`config.mk`:
```
export PLATFORM = sky130hd
export DESIGN_NAME = light_hash_des
export DESIGN_NICKNAME = d
export VERILOG_FILES = /design/src/rtl/light_hash_des.sv
export SDC_FILE = /design/constraint.sdc
export NUM_CORES = 1
export LEC_CHECK = 0
export ABC_CLOCK_PERIOD_IN_PS = 8100
export BUFFER_PORTS_ARGS = -buffer_cell sky130_fd_sc_hd__clkbuf_2
export CORE_ASPECT_RATIO = 1.1
export CORE_MARGIN = 1
export CORE_UTILIZATION = 25
export DETAILED_ROUTE_END_ITERATION = 8
export MAX_ROUTING_LAYER = met4
export PLACE_DENSITY = 0.48
export SLEW_MARGIN = 0
export SYNTH_ARGS = -nofsm -noshare
export SYNTH_HDL_FRONTEND = slang
export SYNTH_SLANG_ARGS = --single-unit
```
`constraint.sdc`:
```
create_clock -name clk -period 8.1 [get_ports clk]
set_clock_uncertainty 0.15 [all_clocks]
set_input_delay 0.81 -clock clk [delete_from_list [all_inputs] [get_ports clk]]
set_output_delay 0.81 -clock clk [all_outputs]
set_load 0.1 [all_outputs]
```
`src/rtl/light_hash_des.sv`:
```
// light_hash_des: 32-bit streaming hash built on the DES S1 substitution box.
// One message byte is absorbed per clock while M_valid is high. The latched
// message length decides when the digest is published on hash_ready/digest.
// Optional build macro LHD_LENGTH_FINAL_EN: once the message bytes are in,
// the 8 bytes of the latched length (LSB first) are absorbed as a trailer.
module light_hash_des (
  input  logic        clk,
  input  logic        reset,
  input  logic        M_valid,
  input  logic [7:0]  M,
  input  logic [63:0] input_lenght,
  output logic        hash_ready,
  output logic [31:0] digest
);

  // Packed IV, nibble i is H[i]: 4,B,7,1,D,F,0,3.
  localparam logic [31:0] Iv = 32'h30FD17B4;

  // DES S1 rows, column 0 in the least significant nibble.
  localparam logic [63:0] S1Row0 = 64'h7095_C6A3_8BF2_1D4E;
  localparam logic [63:0] S1Row1 = 64'h8359_BC6A_1D2E_47F0;
  localparam logic [63:0] S1Row2 = 64'h05A3_79CF_B26D_8E14;
  localparam logic [63:0] S1Row3 = 64'hD60A_E3B5_7194_28CF;

  // Rotation amount per word, 2 bits each, word 0 in bits [1:0]: 0,1,1,2,2,3,3,0.
  localparam logic [15:0] KTab = 16'h3E94;

`ifdef LHD_LENGTH_FINAL_EN
  typedef enum logic [1:0] {StIdle, StAbsorb, StDone, StFinal} state_t;
`else
  typedef enum logic [1:0] {StIdle, StAbsorb, StDone} state_t;
`endif

  // Byte to S-box input bit shuffle.
  function automatic logic [5:0] pre6(input logic [7:0] b);
    return {b[7] ^ b[1], b[3], b[2], b[5] ^ b[0], b[4], b[6]};
  endfunction

  // Substitute a byte through DES S1 after preprocessing.
  function automatic logic [3:0] sbox(input logic [7:0] b);
    logic [5:0]  m6;
    logic [1:0]  row;
    logic [3:0]  col;
    logic [63:0] tab;
    m6  = pre6(b);
    row = {m6[5], m6[0]};
    col = m6[4:1];
    case (row)
      2'd0:    tab = S1Row0;
      2'd1:    tab = S1Row1;
      2'd2:    tab = S1Row2;
      default: tab = S1Row3;
    endcase
    return tab[{col, 2'b00} +: 4];
  endfunction

  function automatic logic [3:0] rotl4(input logic [3:0] x, input logic [1:0] k);
    logic [7:0] d;
    d = {x, x} << k;
    return d[7:4];
  endfunction

  // Four parallel-update rounds; every word reads its neighbour from the prior round.
  function automatic logic [31:0] compress(input logic [31:0] h_in, input logic [3:0] s);
    logic [31:0] cur;
    logic [31:0] nxt;
    cur = h_in;
    nxt = '0;
    for (int r = 0; r < 4; r++) begin
      for (int i = 0; i < 8; i++) begin
        nxt[4*i +: 4] = rotl4(cur[4*((i + 1) % 8) +: 4] ^ s, KTab[2*i +: 2]);
      end
      cur = nxt;
    end
    return cur;
  endfunction

  state_t      state_q;
  logic [31:0] h_q;
  logic [63:0] cnt_q;
  logic [63:0] len_q;

  logic [3:0]  s_msg;
  logic [31:0] h_from_iv;
  logic [31:0] h_next;
  logic [63:0] cnt_inc;

  assign s_msg     = sbox(M);
  assign h_from_iv = compress(Iv, s_msg);
  assign h_next    = compress(h_q, s_msg);
  assign cnt_inc   = cnt_q + 64'd1;

`ifdef LHD_LENGTH_FINAL_EN
  logic [2:0]  fin_idx_q;
  logic [31:0] h_fin;

  assign h_fin = compress(h_q, sbox(len_q[{fin_idx_q, 3'b000} +: 8]));
`endif

  // Message FSM, chaining state and registered digest outputs.
  always_ff @(posedge clk or posedge reset) begin
    if (reset) begin
      state_q    <= StIdle;
      h_q        <= Iv;
      cnt_q      <= '0;
      len_q      <= '0;
      hash_ready <= 1'b0;
      digest     <= '0;
`ifdef LHD_LENGTH_FINAL_EN
      fin_idx_q  <= '0;
`endif
    end else begin
      case (state_q)
        // A byte in IDLE or DONE always opens a fresh message from the IV.
        StIdle, StDone: begin
          if (M_valid) begin
            len_q <= input_lenght;
            cnt_q <= 64'd1;
            h_q   <= h_from_iv;
            if (input_lenght <= 64'd1) begin
`ifdef LHD_LENGTH_FINAL_EN
              state_q    <= StFinal;
              fin_idx_q  <= '0;
              hash_ready <= 1'b0;
`else
              state_q    <= StDone;
              digest     <= h_from_iv;
              hash_ready <= 1'b1;
`endif
            end else begin
              state_q    <= StAbsorb;
              hash_ready <= 1'b0;
            end
          end
        end
        StAbsorb: begin
          if (M_valid) begin
            h_q   <= h_next;
            cnt_q <= cnt_inc;
            if (cnt_inc >= len_q) begin
`ifdef LHD_LENGTH_FINAL_EN
              state_q   <= StFinal;
              fin_idx_q <= '0;
`else
              state_q    <= StDone;
              digest     <= h_next;
              hash_ready <= 1'b1;
`endif
            end
          end
        end
`ifdef LHD_LENGTH_FINAL_EN
        // Length trailer: one byte per cycle, M_valid ignored.
        StFinal: begin
          h_q       <= h_fin;
          fin_idx_q <= fin_idx_q + 3'd1;
          if (fin_idx_q == 3'd7) begin
            state_q    <= StDone;
            digest     <= h_fin;
            hash_ready <= 1'b1;
          end
        end
`endif
        default: state_q <= StIdle;
      endcase
    end
  end

endmodule

```
==> results_dict.tcl, run 1 <==
set metrics [dict create \
    grt.overflow.total 0 \
    die_h_um 232 \
    dp.final_hpwl_mm 23.4 \
    avgSynthCellArea_um2 9.23 \
    start_util 0.255 \
    critPathMaxStageDelay_ns 0.94 \
    cts.sinks 195 \
    syn_nets 1444 \
    layout.cells.non_filler 2011 \
    clock_latency_ns 0.45 \
    final_nets 1508 \
    slowest_stage "a21oi_4" \
    ys_seq_area_frac 0.409 \
    pwr_density_cell_nw_per_um2 246 \
    power_frac_seq 0.401 \
    place_area_um2 13100 \
    r2r-end "digest[29]" \
    ioPinCount 108 \
    path_class "flop to flop" \
    crit_path_frequent_cell "nand4_1" \
    slew_headroom 0.166 \
    slew_viol_final 0 \
    cts_setup_buffers 0 \
    power_uw 3380 \
    n_antenna_cell 0 \
    grt_first_pass_wirelength_mm 52.3 \
    ctsResizeCount 0 \
    path_cells "nand4_1, nor3_2, nand4_1, nor3_2, nand4_1, xnor2_1, ha_1, nand4_1, nor4_1, nand3_1, a31oi_1, o311ai_0, a21oi_4, buf_4, mux2i_1" \
    avgRoutedWirePerCell_um 16.2 \
    cts_hold_buf 0 \
    design_area_um2 13700 \
    dieArea_um2 48800 \
    switching_share 0.345 \
    cp-start-kind "flop" \
    synthArstFlopShare 1.00 \
    coreArea_um2 46900 \
    leakagePower_uw 0.00629 \
    port_buffers 107 \
    cts_buffer_depth 2 \
    max_freq_mhz 158 \
    clockPowerShare 0.266 \
    drtIter0Drc 446 \
    p_int_uw 2220 \
    path_buf_inv 1 \
    cts_root_buf "clkbuf_16" \
    cts_buffers 17 \
    finalCriticalPeriod_ns 6.34 \
    worst_pin_slew_ns 1.25 \
    synthToLayoutAreaGrowth_pct 14.8 \
    r2r_cells 15 \
    row_count 83 \
    gp_congestion 0.801 \
    required_ns 8.32 \
    synth_cell_types 64 \
    routed_wl_mm 32.5 \
    reg2reg_slack_ns 1.76 \
    arrival_ns 6.55 \
    clkTransAtPathRegs_ns 0.07 \
    whs_ns 0.331 \
    post-route-period-util 0.782 \
    rr_startpoint "cnt_q[11]" \
    rsz0062_at_grt "false" \
    die_w_um 211 \
    grt_antenna_before_repair 0 \
    cts_tree "yes" \
    yosys_most_used_dff "dfrtp_1" \
    htree_levels 4 \
    ys_ff_latch 195 \
    netlist_instances 1297 \
    yosysWarnings 0 \
    post_route_cells_drive_above_1_share 0.152 \
    finalSetupViolCount 0 \
    power.switching_uw 1170 \
    routed_via_density 4.69 \
    grt_pass1_vias 9319 \
    syn_area_um2 12000 \
    grt_usage 0.142 \
    vias 9430 \
    status "completed" \
    hold_end "h_q[9]" \
    hold_path_depth 2 \
    timing_hold_violations_final 0 \
    critPathMaxFanout 27 \
    combPwrFrac 0.333 \
    synth_edf_count 0 \
    drc 0 \
    ant_nets 0 \
    ir_drop_mv 0.130 \
    dr.pass1.iters 5 \
    crit_family "simple AND/OR/NAND/NOR gates" \
    grt_max_degree 116 \
    place_inst 1979 \
    endpoint_kind "flop" \
    hold_path.class "flop to flop" \
    max_cap_viol_count 0 \
    finalSetupTns_ns 0 \
    hold_start "h_q[9]" \
]
[kinds of logic (layout without fill, tap and decap cells)]
logic type / after synthesis / count (layout) / share of synthesized area
multiplexers: 53 / 53 / 0.0488
AND/OR/NAND/NOR: 410 / 410 / 0.164
flip-flops: 195 / 195 / 0.409
AO/OA/AOI/OAI: 294 / 294 / 0.151
buffers and inverters: 174 / 251 / 0.0562
adder cells (fa/ha/maj): 72 / 72 / 0.0752
XOR/XNOR: 99 / 99 / 0.0947
[sequential cells by signal (all words and copies together), names as in the netlist]
name        cells
cnt_q          64
len_q          64
digest         32
h_q            32
state_q         2
hash_ready      1
[routing by layer]
metal	up-vias	track usage	wire, um
li1	4668	-	-
met1	4582	0.184	15300
met2	160	0.233	15700
met3	20	0.0243	1140
met4	0	0.0317	307
met5	-	-	0
[cells in the mapped netlist, types with 31 or more instances]
master      n  area (um2)
dfrtp_1   178        4450
xor2_1     38         333
nand2_1   178         668
xnor2_1    43         377
nand4_1    33         206
inv_1     104         390
nand3_1    31         155
nor2_1     62         233
ha_1       72         901
clkbuf_1   56         210
a21oi_1    49         245
o21ai_0   147         736
[power groups by stage]
stage                     clock (uW)  combinational (uW)  sequential (uW)
final                            901                1130             1360
after global routing             975                1280             1390
after CTS                        936                1140             1360
after detailed placement           0                1140             1370
after global placement             0                1120             1370
after floorplan                    0                 796             1430
[how the worst max path moves through the flow]
stage                   start    endpoint  slack (ns)  cells after the start
floorplan               reset    cnt_q[0]        1.86                      1
global placement    cnt_q[11]  digest[16]        1.87                     15
detailed placement  cnt_q[11]  digest[29]        1.68                     15
CTS                 cnt_q[11]  digest[29]        1.67                     15
global route        cnt_q[11]  digest[29]        1.21                     15
finish              cnt_q[11]  digest[29]        1.76                     15
[layout by cell type (no fill, tap or decap), types with 15 or more instances in the layout]
cell type and instances:
a22o_1 28, nand4_1 33, mux2_2 23, clkbuf_2 107, ha_1 72, nand3_1 31, inv_1 103, xnor2_1 42
nor3_1 18, a21oi_1 47, o31ai_1 21, and3_1 15, nand2_1 176, clkbuf_16 17, mux2i_1 28, xor2_1 38
dfrtp_1 178, nor4_1 23, o21ai_0 147, nor2_1 60, dfstp_2 17
[stage by stage]
stage,setup WS [ns],utilization
global placement,1.87,0.280
floorplan,1.86,-
global route,1.21,0.293
CTS,1.67,0.293
detailed placement,1.68,0.280
finish,1.76,0.293
[area by class of cell]
cell class,count,area [um2]
clock inverter,9,126
timing repair buffer,115,596
inverter,104,398
fill,5009,33200
multi-input combinational,928,6440
clock buffer,23,488
tap,637,797
sequential,195,4900
[worst register-to-register path, cell delays in order (launching register included)]
cell and delay [ns]:
dfrtp_1 0.46, nand4_1 0.23, nor3_2 0.50, nand4_1 0.41, nor3_2 0.59, nand4_1 0.24, xnor2_1 0.18, ha_1 0.29
nand4_1 0.22, nor4_1 0.55, nand3_1 0.23, a31oi_1 0.40, o311ai_0 0.31, a21oi_4 0.94, buf_4 0.34, mux2i_1 0.21
No activity file was read; power rests on OpenSTA's default activity.
==> run 2, diff against run 1 <==
--- a/config.mk
+++ b/config.mk
@@ -5,7 +5,7 @@
 export SDC_FILE = /design/constraint.sdc
 export NUM_CORES = 1
 export LEC_CHECK = 0
-export ABC_CLOCK_PERIOD_IN_PS = 8100
+export ABC_CLOCK_PERIOD_IN_PS = 6400
 export BUFFER_PORTS_ARGS = -buffer_cell sky130_fd_sc_hd__clkbuf_2
 export CORE_ASPECT_RATIO = 1.1
 export CORE_MARGIN = 1
==> constraint.sdc (replaced) <==
create_clock -name clk -period 6.4 [get_ports clk]
set_clock_uncertainty 0.15 [all_clocks]
set_input_delay 0.64 -clock clk [delete_from_list [all_inputs] [get_ports clk]]
set_output_delay 0.64 -clock clk [all_outputs]
set_load 0.1 [all_outputs]
==> run 2 against run 1 <==
Compared with the run above:
- largest cell class unchanged
- via count decreased by 0.12%
- cell count increased by 0.15%
- worst hold slack got worse by 0.21 ns
- non-clock buffer count increased by 3
- core utilization increased by 0.083 points
- critical endpoint is now digest[22]
- clock power increased by 31%
- design area increased by 0.28%
- setup slack got worse by 1.2 ns
- die area unchanged
==> results_dict.tcl, run 2 (synthesis results as in run 1) <==
set metrics [dict create \
    fin_ws_ns 0.559 \
    arrival_ns 6.03 \
    grt_max_degree 80 \
    routed_wl_mm 33.0 \
    slew_headroom 0.204 \
    power_uw 4340 \
    clock_latency_ns 0.45 \
    coreArea_um2 46900 \
    cts_tree "yes" \
    drtIter0Drc 528 \
    path_class "flop to flop" \
    endpoint_kind "flop" \
    place_area_um2 13200 \
    dr.pass1.iters 5 \
    routed_via_density 4.68 \
    cts.sinks 195 \
    dieArea_um2 48800 \
    ioPinCount 108 \
    path_cells "nand4_1, nor3_2, nand4_1, nor3_2, nand4_1, xnor2_1, ha_1, nand4_1, nor4_1, nand3_1, a31oi_1, o311ai_0, a21oi_4, buf_4, mux2_2" \
    worst_pin_slew_ns 1.19 \
    max_cap_viol_count 0 \
    place_ws_ns 0.606 \
    slowest_stage "nor3_2" \
    gp_congestion 0.811 \
    final_nets 1511 \
    hold_path.class "primary input to asynchronous set/reset pin" \
    synthToLayoutAreaGrowth_pct 15.1 \
    post-route-period-util 0.913 \
    dp.final_hpwl_mm 24.0 \
    ant_nets 0 \
    finalSetupViolCount 0 \
    grt.overflow.total 0 \
    design_area_um2 13800 \
    status "completed" \
    critPathMaxFanout 33 \
    die_w_um 211 \
    cts_buffer_depth 2 \
    rsz0062_at_grt "false" \
    start_util 0.255 \
    cts_setup_buffers 0 \
    crit_path_frequent_cell "nand4_1" \
    grt_usage 0.144 \
    slew_viol_final 0 \
    n_antenna_cell 0 \
    avgRoutedWirePerCell_um 16.4 \
    finalSetupTns_ns 0 \
    required_ns 6.59 \
    grt_antenna_before_repair 0 \
    htree_levels 4 \
    timing_hold_violations_final 0 \
    top_regs "cnt_q x64, len_q x64" \
    leakagePower_uw 0.00630 \
    cts_buffers 17 \
    die_h_um 232 \
    cts_hold_buf 0 \
    row_count 83 \
    ctsResizeCount 0 \
    ir_drop_mv 0.153 \
    layout_commonest_cell "dfrtp_1" \
    whs_ns 0.122 \
    port_buffers 107 \
    grt_first_pass_wirelength_mm 53.1 \
    drc 0 \
    critPathMaxStageDelay_ns 0.62 \
    layout_common_cells "dfrtp_1, nand2_1, o21ai_0, clkbuf_2, inv_1" \
    grt_pass1_vias 9256 \
    post_route_cells_drive_above_1_share 0.153 \
    max_freq_mhz 171 \
    pwr_density_cell_nw_per_um2 315 \
    clkTransAtPathRegs_ns 0.07 \
    cp-start-kind "flop" \
    vias 9419 \
    finalCriticalPeriod_ns 5.84 \
    cts_root_buf "clkbuf_16" \
]
-- run 2: power breakdown --
part	internal, uW	leakage (uW)	total (uW)	switching, uW
Sequential	1590	0.00241	1710	123
Clock	685	0.000299	1180	493
Combinational	560	0.00359	1450	890
Total	2840	0.00630	4340	1510
-- run 2: path summary, 6_finish.rpt --
check                                start         end  slack (ns)  depth (start not counted)
min in group clk           input_lenght[2]    len_q[2]        0.26                          3
hold / removal                       reset  digest[28]        0.12                          2
max in group asynchronous            reset   cnt_q[25]        4.55                          3
setup / recovery                 cnt_q[11]  digest[22]        0.56                         15
hold reg to reg                    h_q[12]     h_q[12]        0.33                          2
setup reg to reg                 cnt_q[11]  digest[22]        0.56                         15
-- run 2: metrics by stage --
stage                     instances   util
after floorplan                1297      -
after global placement         1982  0.280
after detailed placement       1982  0.280
after CTS                      2014  0.294
after global routing           2014  0.294
final                          2014  0.294
-- run 2: metal layers --
layer | part of all wire | global-route usage | wire length [um] | up-vias
li1 | - | - | - | 4673
met1 | 0.48 | 0.188 | 15800 | 4588
met2 | 0.48 | 0.236 | 16000 | 142
met3 | 0.027 | 0.0234 | 894 | 16
met4 | 0.0088 | 0.0283 | 292 | 0
met5 | 0 | - | 0 | -
-- run 2: worst max-delay path, delay by kind of cell (launching register included) --
family,cells,cell delay (ns)
AND/OR/NAND/NOR,8,2.89
multiplexers,1,0.40
flip-flops,1,0.46
AO/OA/AOI/OAI,3,0.81
adder cells (fa/ha/maj),1,0.30
XOR/XNOR,1,0.18
buffers and inverters,1,0.49
-- run 2: layout make-up --
class,instances,area [um2]
Clock buffer,23,478
Timing Repair Buffer,118,618
Clock inverter,9,153
Sequential cell,195,4900
Fill cell,5008,33200
Multi-Input combinational cell,928,6440
Inverter,104,398
Tap cell,637,797
